File: config.mk
export PLATFORM = sky130hd
export DESIGN_NAME = ma_decimator_flat
export DESIGN_NICKNAME = d
export VERILOG_FILES = /design/src/rtl/ma_decimator_if.sv /design/src/rtl/ma_decimator.sv /design/src/flat_wrapper.sv
export SDC_FILE = /design/constraint.sdc
export NUM_CORES = 1
export LEC_CHECK = 0
export CAP_MARGIN = 30
export CORE_MARGIN = 2
export CORE_UTILIZATION = 37
export CTS_BUF_LIST = sky130_fd_sc_hd__clkbuf_2
export DETAILED_ROUTE_END_ITERATION = 8
export PLACE_DENSITY = 0.66
export SETUP_SLACK_MARGIN = 0.2
export SYNTH_ARGS = -nofsm -noshare
export SYNTH_HDL_FRONTEND = slang
export SYNTH_SLANG_ARGS = --single-unit
File: constraint.sdc
create_clock -name i_clk -period 4.12 [get_ports i_clk]
set_input_delay 0.824 -clock i_clk [delete_from_list [all_inputs] [get_ports i_clk]]
set_output_delay 0.824 -clock i_clk [all_outputs]
set_load 0.05 [all_outputs]
File: src/rtl/ma_decimator_if.sv
// Output stream of the decimator: the FIFO head and its valid/ready handshake.
// A word transfers on a rising edge where valid=1 and ready=1; while valid=1 and ready=0, data and valid hold.
interface ma_decimator_if #(
  parameter int G_D_W = 10
);
  logic [G_D_W-1:0] data;
  logic             valid;
  logic             ready;

  modport master (output data, output valid, input ready);
  modport slave  (input data, input valid, output ready);
endinterface

File: src/rtl/ma_decimator.sv
// Drops the filter warm-up samples, keeps one strobed result in every G_DEC,
// and buffers kept results in a first-word-fall-through FIFO with a sticky overflow flag.
module ma_decimator #(
  parameter int G_D_W     = 10,
  parameter int G_DEC     = 4,
  parameter int G_WARMUP  = 19,
  parameter int G_FIFO_AW = 2
) (
  input  logic                 i_clk,
  input  logic                 i_rst_n,
  input  logic                 i_ce,
  input  logic [G_D_W-1:0]     i_data,
  input  logic                 i_clr,
  ma_decimator_if.master       out_if,
  output logic [G_FIFO_AW:0]   o_level,
  output logic                 o_warm,
  output logic                 o_overflow,
  output logic                 o_dbg_state
);

  localparam int WCNT_W = (G_WARMUP > 1) ? $clog2(G_WARMUP) : 1;
  localparam int DCNT_W = (G_DEC > 1) ? $clog2(G_DEC) : 1;
  localparam int DEPTH  = 1 << G_FIFO_AW;
  localparam logic [WCNT_W-1:0] WLAST = WCNT_W'((G_WARMUP > 0) ? G_WARMUP - 1 : 0);
  localparam logic [DCNT_W-1:0] DLAST = DCNT_W'(G_DEC - 1);

  typedef enum logic {
    ST_WARMUP = 1'b0,
    ST_RUN    = 1'b1
  } state_t;

  localparam state_t START_STATE = (G_WARMUP == 0) ? ST_RUN : ST_WARMUP;

  state_t                state;
  logic [WCNT_W-1:0]     wcnt;
  logic [DCNT_W-1:0]     dcnt;
  logic [G_FIFO_AW-1:0]  wr_ptr;
  logic [G_FIFO_AW-1:0]  rd_ptr;
  logic [G_FIFO_AW:0]    level_q;
  logic                  ovf_q;
  logic [G_D_W-1:0]      mem [DEPTH];

  logic keep;
  logic full;
  logic pop;
  logic push_ok;

  always_comb begin
    keep    = i_ce && (state == ST_RUN) && (dcnt == '0);
    full    = (level_q == (G_FIFO_AW+1)'(DEPTH));
    pop     = out_if.valid && out_if.ready;
    push_ok = keep && (!full || pop);
  end

  always_ff @(posedge i_clk or negedge i_rst_n) begin
    if (!i_rst_n) begin
      state   <= START_STATE;
      wcnt    <= '0;
      dcnt    <= '0;
      wr_ptr  <= '0;
      rd_ptr  <= '0;
      level_q <= '0;
      ovf_q   <= 1'b0;
    end else if (i_clr) begin
      state   <= START_STATE;
      wcnt    <= '0;
      dcnt    <= '0;
      wr_ptr  <= '0;
      rd_ptr  <= '0;
      level_q <= '0;
      ovf_q   <= 1'b0;
    end else begin
      if (i_ce) begin
        case (state)
          ST_WARMUP: begin
            // The strobe that completes warm-up is itself still discarded.
            if (wcnt == WLAST) begin
              state <= ST_RUN;
              wcnt  <= '0;
              dcnt  <= '0;
            end else begin
              wcnt <= wcnt + 1'b1;
            end
          end
          ST_RUN: begin
            dcnt <= (dcnt == DLAST) ? '0 : dcnt + 1'b1;
          end
          default: state <= ST_WARMUP;
        endcase
      end
      if (push_ok) wr_ptr <= wr_ptr + 1'b1;
      if (pop)     rd_ptr <= rd_ptr + 1'b1;
      case ({push_ok, pop})
        2'b10:   level_q <= level_q + 1'b1;
        2'b01:   level_q <= level_q - 1'b1;
        default: level_q <= level_q;
      endcase
      if (keep && full && !pop) ovf_q <= 1'b1;
    end
  end

  // Storage needs no reset: the head is forced to zero whenever the FIFO is empty.
  always_ff @(posedge i_clk) begin
    if (push_ok && !i_clr) mem[wr_ptr] <= i_data;
  end

  assign out_if.valid = (level_q != '0);
  assign out_if.data  = out_if.valid ? mem[rd_ptr] : '0;
  assign o_level      = level_q;
  assign o_warm       = (state == ST_RUN);
  assign o_overflow   = ovf_q;
  assign o_dbg_state  = state;

endmodule
File: src/flat_wrapper.sv
// flat-port wrapper written by rule: the top's interface ports become plain ports
module ma_decimator_flat 
#(
  parameter int G_D_W     = 10,
  parameter int G_DEC     = 4,
  parameter int G_WARMUP  = 19,
  parameter int G_FIFO_AW = 2
)
  (i_clk, i_rst_n, i_ce, i_data, i_clr, o_level, o_warm, o_overflow, o_dbg_state, out_if_data, out_if_valid, out_if_ready);
  ma_decimator_if #(.G_D_W(G_D_W)) out_if_i ();
  input  logic i_clk;
  input  logic i_rst_n;
  input  logic i_ce;
  input  logic [G_D_W-1:0] i_data;
  input  logic i_clr;
  output logic [G_FIFO_AW:0] o_level;
  output logic o_warm;
  output logic o_overflow;
  output logic o_dbg_state;
  output wire logic [$bits(out_if_i.data)-1:0] out_if_data;
  output wire logic [$bits(out_if_i.valid)-1:0] out_if_valid;
  input wire logic [$bits(out_if_i.ready)-1:0] out_if_ready;
  assign out_if_data = out_if_i.data;
  assign out_if_valid = out_if_i.valid;
  assign out_if_i.ready = out_if_ready;
  ma_decimator #(.G_D_W(G_D_W), .G_DEC(G_DEC), .G_WARMUP(G_WARMUP), .G_FIFO_AW(G_FIFO_AW)) u_core (.i_clk(i_clk), .i_rst_n(i_rst_n), .i_ce(i_ce), .i_data(i_data), .i_clr(i_clr), .out_if(out_if_i), .o_level(o_level), .o_warm(o_warm), .o_overflow(o_overflow), .o_dbg_state(o_dbg_state));
endmodule
* Yosys cells after proc, flatten, opt, wreduce, memory -nomap -nowiden
Memories as Yosys holds them, arrays and structs flattened.
Index checks and enable logic that the tools add are counted.
** Storage, ports and cells
- Flip-flop bits (word level) :: 16
- RAM bits :: 40
- Bits of input ports :: 15
- Logic and storage cells :: 66
- Memories :: 1
** Memories
- u_core.mem :: words 4, width 10, read ports 1, clocked after Yosys merged registers in 0, write ports 1, line ma_decimator.sv:41 : logic [G_D_W-1:0] mem [DEPTH];
** Operators by class
- Add/sub/neg operators :: 6
- Equal/unequal tests :: 7
- Mux-type cells :: 24
- Bitwise logic cells :: 1
- Reductions and logical operators :: 20
** Operators by type and width (count)
- $mux 5 :: 4
- $mux 2 :: 8
- $mux 10 :: 1
- $mux 1 :: 8
- $reduce_bool 2->1 :: 4
- $logic_and 1x1->1 :: 7
- $add 2x1->2 const B :: 3
- $pmux 3 s2 :: 1
- $reduce_bool 3->1 :: 2
- $add 5x1->5 const B :: 1
- $eq 5x5->1 const B :: 1
- $eq 2x2->1 const B :: 2
- $pmux 2 s2 :: 1
- $reduce_and 2->1 :: 2
- $add 3x1->3 const B :: 1
- $eq 3x3->1 const B :: 1
- $logic_not 1->1 :: 3
- $mux 3 :: 1
- $ne 3x2->1 const B :: 1
- $sub 3x1->3 const B :: 1
- $eq 2x1->1 const B :: 1
- $logic_not 2->1 :: 1
- $ne 2x2->1 const B :: 1
- $logic_or 1x1->1 :: 1
- $not 1->1 :: 1

* Depth between registers and ports, before layout
- Depth in word-level cells :: 7
- Depth in mapped cells :: 8

* Worst setup path before layout
No wires, ideal clock.
- Path kind :: reg2out
- From :: reg u_core.level_q[0], in the netlist u_core.o_level[0]
- To :: out out_if_data[0]
- Arrival :: 1843 ps
- Data required time :: 3296 ps
- Setup slack :: 1453 ps
- Stages on the path, launching flop included :: 4
- Buffers on the path :: 1
- Cells stage by stage :: dfrtp_1 nor3_1 clkbuf_1 nor2b_1
** On the way
- Word-level cells in the longest chain between the ends :: 2
** RTL lines
- start, declared :: line ma_decimator.sv:39 : logic [G_FIFO_AW:0] level_q;
- start signal, assigned :: line ma_decimator.sv:94 : 2'b10: level_q <= level_q + 1'b1;
- start signal, assigned :: line ma_decimator.sv:95 : 2'b01: level_q <= level_q - 1'b1;
- start signal, assigned :: line ma_decimator.sv:96 : default: level_q <= level_q;
- $reduce_bool 3->1 :: line ma_decimator.sv:107 : assign out_if.valid = (level_q != '0);
- $mux 10 :: line ma_decimator.sv:108 : assign out_if.data = out_if.valid ? mem[rd_ptr] : '0;
- end, declared :: line flat_wrapper.sv:20 : output wire logic [$bits(out_if_i.data)-1:0] out_if_data;
No other way between the ends.

* Final worst setup path
- From :: reg u_core.rd_ptr[0]
- To :: out out_if_data[8]
** On the way
- Word-level cells in the longest chain between the ends :: 2
** RTL lines
- start, declared :: line ma_decimator.sv:38 : logic [G_FIFO_AW-1:0] rd_ptr;
- start signal, assigned :: line ma_decimator.sv:92 : if (pop) rd_ptr <= rd_ptr + 1'b1;
- $mem_v2 4x10
- $mux 10 :: line ma_decimator.sv:108
No other way between the ends.

==> metrics.csv <==
metric,value,unit
fin. max-slew vios,0,
Tot GR Track Use,12.3,%
placed cell area,2870,um2
Power Total,904,uW
# setup viols final,0,
switching share of total power,24.5,%
Leak,1.01,nW
Psw,221,uW
syn_nets,187,
final wirelength,4150,um
I/O Pins,32,
Clock Skew,26.7,ps
Post-Synth Adder-Cell Area,4.85,%
storage element area,1600,um2
IO Port Bufs,31,
violations in the final reports,design-rule violations,
die footprint,7360,um2
Hold WC Path Type,flop to flop,
Placed Instances,267,
number of diodes,0,
Hold Buf Count CTS,0,
drt first pass iters,9,
initial core utilization,38.5,%
gp weighted congestion,0.749,
Post-Synthesis Mean Instance Area,15.2,um2
Seq cells post-synth,56,
DR vias/cell,5.11,
CP Class,flop to output pin,
H-tree depth,2,
CP startpoint kind,flop,
CP Max Fanout,11,
Core ar.,6420,um2
clk sinks,56,
Root Driver,clkbuf_2,
Nets,221,
first-pass GRT wire length,6840,um
CP arrival,2690,ps
worst-case clock buffer depth,2,
Simple-Gate Fraction of Synth Area,11.8,%
Post-Layout Cell Count,275,
DPL Wire Length,2790,um
Netlist cell types,30,
mux cell area share after synthesis,10.4,%
"Hold Violations, Final",0,
Layout fillers,574,
mapped cell area,2470,um2
actual slew at the worst max-slew pin,763,ps
RSZ-0062 raised after global routing,false,
vias in the first global route,1395,
row count,29,
Area Overhead vs Synth,17.9,%
Crit. End Element,output pin,
area of the multi-input gates,817,um2
cells after synthesis,163,
Final Cycle Share,85.4,%
Synth Area in Compound Gates,5.26,%
GRT Residual Overflow,0,
Final ANT Viol Nets,0,
cts bufs inserted,5,
antenna violations before repair,0,
share of layout cells above drive strength 1,12.6,%
clock latency on the worst-skew pair,460,ps
peak supply drop,0.147,mV
DRC,3,
Util after Layout,45.5,%
fmax,284,MHz
CTS tree,yes,
most frequent cells in the layout,"edfxtp_1, clkdlybuf4s50_1, dfrtp_1",
setup TNS,0,ps
PD cells,310,nW/um2
Post-CTS Setup Bufs,0,
Worst-path clk slew,300,ps
Synth Warn #,0,
Die Span Y,85.8,um
Gate power share,7.1,%
Die W,85.8,um
average wire per standard cell,15.1,um
Iter 0 DRT Violations,62,
sequential area share after synthesis,64.7,%
post-CTS sizing,0,
maxcap violations,0,
via count,1406,
largest family of logic cells by synthesized area,simple AND/OR/NAND/NOR gates,
design area,2920,um2
relative slew slack,49.0,%
internal power,683,uW
largest net degree at the start of global routing,21,
"commonest non-fill, non-tap cell in the layout",edfxtp_1,
xor/xnor share of the synthesized area,0.708,%
clock power share,25.3,%
Flop pwr share,67.6,%
status,"complete, but fails checks",
crit path time final,3520,ps
required time worst endpoint,3300,ps
-- logic make-up after synthesis --
group / after synthesis
DFF: 56
buffers and inverters: 13
and+or+nand+nor: 50
xor gates and xnor gates: 2
muxes: 13
adders and majority gates: 9
AOI/OAI and AO/OA: 20
-- per-stage QoR --
step | hold slack, ps | worst slack [ps]
finish | 548 | 603
global route | 586 | 439
CTS | 555 | 510
detailed placement | 497 | 1080
global placement | 488 | 1080
floorplan | 501 | 1450
-- final timing paths --
path,from,to,slack [ps],depth (start not counted)
max,u_core.rd_ptr[0],out_if_data[8],600,3
min,u_core.o_overflow,u_core.o_overflow,550,2
max reg2reg,u_core.o_level[1],u_core.o_level[2],1930,6
min reg2reg,u_core.o_overflow,u_core.o_overflow,550,2
max in group asynchronous,i_rst_n,u_core.wcnt[1],2870,1
min in group asynchronous,i_rst_n,u_core.o_level[2],750,1
-- state kept, by name (all words and copies together) (netlist names) --
register / flops
u_core.mem: 40
u_core.wcnt: 5
u_core.o_level: 3
u_core.dcnt: 2
u_core.rd_ptr: 2
u_core.wr_ptr: 2
u_core.o_dbg_state: 1
u_core.o_overflow: 1
-- worst max-delay path, cell delays in order (launching register included) --
cell and delay, ps:
dfrtp_1 820, mux4_2 570, nor2b_1 150, clkdlybuf4s50_1 700
-- cell type report --
| cell class | count | area share [%] |
|---|---|---|
| Clock buffer | 5 | 0.857 |
| Clock inverter | 3 | 0.943 |
| Inverter | 7 | 0.900 |
| Multi-Input combinational cell | 94 | 28.0 |
| Sequential cell | 56 | 54.9 |
| Tap cell | 77 | 3.30 |
| Timing Repair Buffer | 33 | 11.1 |
-- power by group through the flow --
stage          combinational (mW)  sequential [mW]  clock [mW]
6_report                   0.0640            0.612       0.229
5_1_grt                    0.0699            0.613       0.260
4_1_cts                    0.0650            0.612       0.243
3_5_place_dp               0.0649            0.623           0
3_3_place_gp               0.0638            0.623           0
2_1_floorplan              0.0307            0.623           0
-- cells in the mapped netlist, drive strengths merged --
master  instances  share of area, %
o21ai           5               1.0
nand3           3              0.61
o31ai           1              0.86
xnor2           2              0.71
a32oi           2              0.71
nand2           1              0.15
or3             3              0.76
fa              1              0.81
nand2b          3              0.76
and2            4               1.0
dfrtp          16                16
nand3b          1              0.30
mux2i           1              0.40
and3            1              0.25
inv             7               1.1
clkbuf          4              0.61
nor4b           1              0.96
nor2b          12               3.0
buf             2              0.61
mux4           10               9.1
ha              8               4.0
nor2           14               2.2
nor3            6               1.2
edfxtp         40                49
a21oi          10               2.2
mux2            2              0.91
a31oi           2              0.51
and4bb          1              0.51
-- routing by layer --
layer	share of wire [%]	vias to the layer above	track usage (%)
met5	0	-	0
li1	-	675	-
met2	51	21	21.2
met4	1.5	0	4.33
met1	44	704	14.7
met3	3.9	6	3.56
Note: power is estimated with default switching activity, not from simulation.
